<file path="src/rtl/button_reader.sv">
// Debounced push-button reader: two-flop synchroniser, debounce FSM, press/release/long-press
// events and an 8-bit press count. The release pulse port is release_pulse because release is a reserved word.
module button_reader #(
   parameter int unsigned DEBOUNCE_CYCLES = 1000000,
   parameter int unsigned LONG_CYCLES     = 100000000
) (
   input  logic       clk,
   input  logic       rst,
   input  logic       btn_n,
   input  logic       clr,
   output logic       btn_state,
   output logic       press,
   output logic       release_pulse,
   output logic       long_press,
   output logic [7:0] count
);

   localparam int unsigned DW = $clog2(DEBOUNCE_CYCLES) + 1;
   localparam int unsigned LW = $clog2(LONG_CYCLES) + 1;

   localparam logic [DW-1:0] DB_ONE    = DW'(1);
   localparam logic [DW-1:0] DB_LAST   = DW'(DEBOUNCE_CYCLES - 1);
   localparam logic [LW-1:0] LONG_ONE  = LW'(1);
   localparam logic [LW-1:0] LONG_LAST = LW'(LONG_CYCLES - 1);
   localparam logic [LW-1:0] LONG_SAT  = LW'(LONG_CYCLES);

   typedef enum logic [1:0] {
      IDLE,
      DB_PRESS,
      HELD,
      DB_RELEASE
   } state_t;

   state_t          state, state_nx;
   logic            sync1, sync2;
   logic            s;
   logic [DW-1:0]   db_cnt, db_cnt_nx;
   logic [LW-1:0]   long_cnt, long_cnt_nx, long_inc;
   logic            btn_state_nx, press_nx, release_nx, long_nx;
   logic [7:0]      count_nx;

   // Both stages reset to the released level so reset never looks like a press.
   always_ff @(posedge clk or posedge rst) begin
      if (rst) begin
         sync1 <= 1'b1;
         sync2 <= 1'b1;
      end else begin
         sync1 <= btn_n;
         sync2 <= sync1;
      end
   end

   assign s        = ~sync2;
   assign long_inc = (long_cnt == LONG_SAT) ? long_cnt : long_cnt + LONG_ONE;

   // State, counters and registered outputs.
   always_ff @(posedge clk or posedge rst) begin
      if (rst) begin
         state         <= IDLE;
         db_cnt        <= '0;
         long_cnt      <= '0;
         btn_state     <= 1'b0;
         press         <= 1'b0;
         release_pulse <= 1'b0;
         long_press    <= 1'b0;
         count         <= '0;
      end else begin
         state         <= state_nx;
         db_cnt        <= db_cnt_nx;
         long_cnt      <= long_cnt_nx;
         btn_state     <= btn_state_nx;
         press         <= press_nx;
         release_pulse <= release_nx;
         long_press    <= long_nx;
         count         <= count_nx;
      end
   end

   always_comb begin
      state_nx    = state;
      db_cnt_nx   = db_cnt;
      long_cnt_nx = long_cnt;
      unique case (state)
         IDLE: begin
            if (s) begin
               state_nx  = DB_PRESS;
               db_cnt_nx = DB_ONE;
            end
         end
         DB_PRESS: begin
            if (!s) begin
               state_nx  = IDLE;
               db_cnt_nx = '0;
            end else if (db_cnt == DB_LAST) begin
               state_nx    = HELD;
               db_cnt_nx   = '0;
               long_cnt_nx = '0;
            end else begin
               db_cnt_nx = db_cnt + DB_ONE;
            end
         end
         HELD: begin
            long_cnt_nx = long_inc;
            if (!s) begin
               state_nx  = DB_RELEASE;
               db_cnt_nx = DB_ONE;
            end
         end
         DB_RELEASE: begin
            long_cnt_nx = long_inc;
            if (s) begin
               state_nx  = HELD;
               db_cnt_nx = '0;
            end else if (db_cnt == DB_LAST) begin
               state_nx  = IDLE;
               db_cnt_nx = '0;
            end else begin
               db_cnt_nx = db_cnt + DB_ONE;
            end
         end
         default: begin
            state_nx  = IDLE;
            db_cnt_nx = '0;
         end
      endcase
   end

   // Next values of the registered outputs; clr wins over the press increment.
   always_comb begin
      press_nx     = (state == DB_PRESS) && s && (db_cnt == DB_LAST);
      release_nx   = (state == DB_RELEASE) && !s && (db_cnt == DB_LAST);
      long_nx      = ((state == HELD) || (state == DB_RELEASE)) && (long_cnt == LONG_LAST);
      btn_state_nx = (state_nx == HELD) || (state_nx == DB_RELEASE);
      if (clr)
         count_nx = '0;
      else if (press_nx)
         count_nx = count + 8'd1;
      else
         count_nx = count;
   end

endmodule

</file>
<file path="config.mk">
export PLATFORM = sky130hd
export DESIGN_NAME = button_reader
export DESIGN_NICKNAME = d
export VERILOG_FILES = /design/src/rtl/button_reader.sv
export SDC_FILE = /design/constraint.sdc
export NUM_CORES = 1
export LEC_CHECK = 0
export CAP_MARGIN = 10
export CORE_MARGIN = 8
export CORE_UTILIZATION = 55
export CTS_CLUSTER_DIAMETER = 150
export CTS_CLUSTER_SIZE = 24
export DETAILED_ROUTE_END_ITERATION = 12
export HOLD_SLACK_MARGIN = 0.15
export PLACE_DENSITY = 0.81
export SLEW_MARGIN = 15
export SYNTH_ARGS = -nofsm -noshare
export SYNTH_HDL_FRONTEND = slang
export SYNTH_SLANG_ARGS = --single-unit
</file>
<file path="constraint.sdc">
create_clock -name clk -period 3.3 [get_ports clk]
set_input_delay 0.99 -clock clk [delete_from_list [all_inputs] [get_ports clk]]
set_output_delay 0.99 -clock clk [all_outputs]
set_load 0.01 [all_outputs]
</file>
==> impl_metrics.yaml <==
synth:
  synthTopCellsByArea: "dfrtp_1 48%, nor2_1 6.1%, xnor2_1 5.9%"
  synth_top_area_frac: 0.477
  synth-simple-area-share: 0.271
  synthFlopType: "dfrtp_1"
  async_flop_share: 1.00
  postSynthAreaPerCell_um2: 9.61
  syn_inst: 338
  synth_top_family_by_area: "simple AND/OR/NAND/NOR gates"
  synth_cell_types: 44
  synth_mux_area_frac: 0.00655
  synth-edff-count: 0
  synthXorXnorAreaFrac: 0.116
  synth_compound_area_frac: 0.0693
  synth-adder-area-share: 0.0154
  ys_seq_area_frac: 0.494
  synth_warnings: 0
  synth_nets: 346
  ys_ff_latch: 64
  synth_top_cell_by_area: "dfrtp_1"
  syn_area_um2: 3250
hold_path:
  hp-class: "register to register"
die:
  start_util: 0.559
  die_area_um2: 8620
  core_area_um2: 5820
  fp-row-count: 28
  die_h_um: 92.9
  io_pins: 16
  die_w_um: 92.9
layout:
  syn_to_final_growth_pct: 14.9
  multiInputGateArea_um2: 1560
  fin_nets: 369
  antenna_cells: 0
  regArea_um2: 1600
  drive_gt1_frac: 0.101
  fillCellCount: 477
placed_design:
  io_buffers: 15
  gp_congestion: 0.869
  hpwl_mm: 4.50
worst_setup_path:
  crit_required_ps: 2310
  max_stage_delay_ps: 620
  crit_family: "buffers and inverters"
  crit_type: "register to output port"
  cp_max_fo: 14
  crit_path_cell_trace: "clkdlybuf4s50_1"
  arrival_ps: 1580
  slowest_stage: "clkdlybuf4s50_1"
  start_kind: "register"
  critPathBufInv: 1
  endpoint_kind: "output port"
routing:
  drt_iter0_markers: 114
  via_count: 2486
  vias_per_cell: 5.64
  drc_errors: 0
  ant_nets: 0
  wirelength_mm: 6.57
  wl_per_cell_um: 14.9
  firstDrtPassIters: 4
timing:
  finalClockSkew_ps: 11.5
  max_freq_mhz: 390
  grt_setup_unrepaired: "no"
  finalCritPeriodShare: 0.777
  post-route-min-period_ps: 2570
  setup_tns_ps: 0
  slew_viol_final: 0
  tightest_slew_ps: 780
  slew_headroom: 0.479
  finalHoldViolCount: 0
  setup_violations: 0
clock_tree:
  cts.reportedPaths.clkPinSlew_ps: 70
  ctsHtreeMaxLevel: 3
  cts_resized: 0
  ctsHoldBuffers: 0
  tritoncts: "yes"
  clk_latency_ps: 350
  postCtsSetupBuffers: 0
  cts_root_buf: "clkbuf_8"
  cts_buffers: 9
  clock_path_buffers: 2
  cts.sinks: 64
global_routing:
  grt-ovfl-total: 0
  grt_pass1_wl_mm: 11.6
  grt_pass1_vias: 2456
  grt_max_degree: 65
  antenna_found_initial: 0
  grt_usage: 0.168
status:
  status: "complete, no violations"
power_and_ir_drop:
  powerDensity_nw_per_um2: 429
  power_leakage_nw: 1.59
  ir_worst_vdd_uv: 366
  p_total_w: 0.00160
flow_run:
  maxCapViolations: 0
[cell usage in the layout (no fill, tap or decap), drive strengths merged, types with 5 or more instances in the layout]
master         netlist  routed
o21ai                5       5
nor2                53      53
buf                  5       5
nand3               16      16
a21oi                9       9
nor3                11      11
and3                12      12
xor2                21      21
nand4               18      18
inv                 14      14
nand2               25      25
clkdlybuf4s50        0      15
dfrtp               62      62
xnor2               22      22
clkbuf               3       9
nor4                14      14
[layer usage]
metal	vias up	GRT usage	routed length [um]
met3	11	0.0413	179
met5	-	0	0
li1	1226	-	-
met4	0	0.0832	123
met1	1220	0.207	2990
met2	29	0.271	3280
[stage by stage]
stage               worst slack, ps  std cells  cell area, um^2  hold WS [ps]  utilization
floorplan                       715        338             3250           345            -
global placement               1080        425             3510           347        0.604
detailed placement             1070        425             3510           347        0.604
CTS                             715        441             3730           357        0.642
global route                    665        441             3730           365        0.642
finish                          735        441             3730           356        0.642
[cells in the mapped netlist (all sizes together), types with 4 or more instances]
cell and n:
nand2 25, xor2 21, o21ai 5, nor3 11, nor4 14, buf 5, inv 14, xnor2 22
nor2 53, ha 4, nand3 16, and2 4, and3 12, a21oi 9, dfrtp 62, nand4 18
[state kept, by name, summed over array words and instances (netlist names)]
name,cells
count,8
btn_state,1
press,1
db_cnt,21
sync1,1
sync2,1
long_press,1
release_pulse,1
long_cnt,28
state,1
[power breakdown]
group	internal (W)	switching, W
Clock	0.000425	0.000329
Sequential	0.000791	0.00000772
Combinational	0.0000166	0.0000321
[path summary, 6_finish.rpt]
kind	slack [ps]	cells after the start	startpoint	to
min in group asynchronous	1020	3	rst	long_cnt[22]
min reg2reg	360	0	sync1	sync2
min	360	0	sync1	sync2
max in group asynchronous	1960	3	rst	sync1
max reg2reg	1040	7	db_cnt[0]	db_cnt[17]
max	730	1	btn_state	btn_state
[cell families (layout without fill, tap and decap cells)]
family                     after synthesis  count (layout)
buffers and inverters                   23              51
adders and majority gates                4               4
muxes                                    2               2
DFF                                     64              64
and+or+nand+nor                        169             169
xor gates and xnor gates                43              43
AOI/OAI and AO/OA                       33              33
[final cells by class]
type                    instances  share of cell area
clock buffers                   9              0.0332
clock inverters                 7              0.0258
inverters                      15              0.0151
multi-input cells             251               0.418
flip-flops and latches         64               0.430
well taps                      75              0.0251
repair buffers                 20              0.0536
No activity file was read; power rests on OpenSTA's default activity.
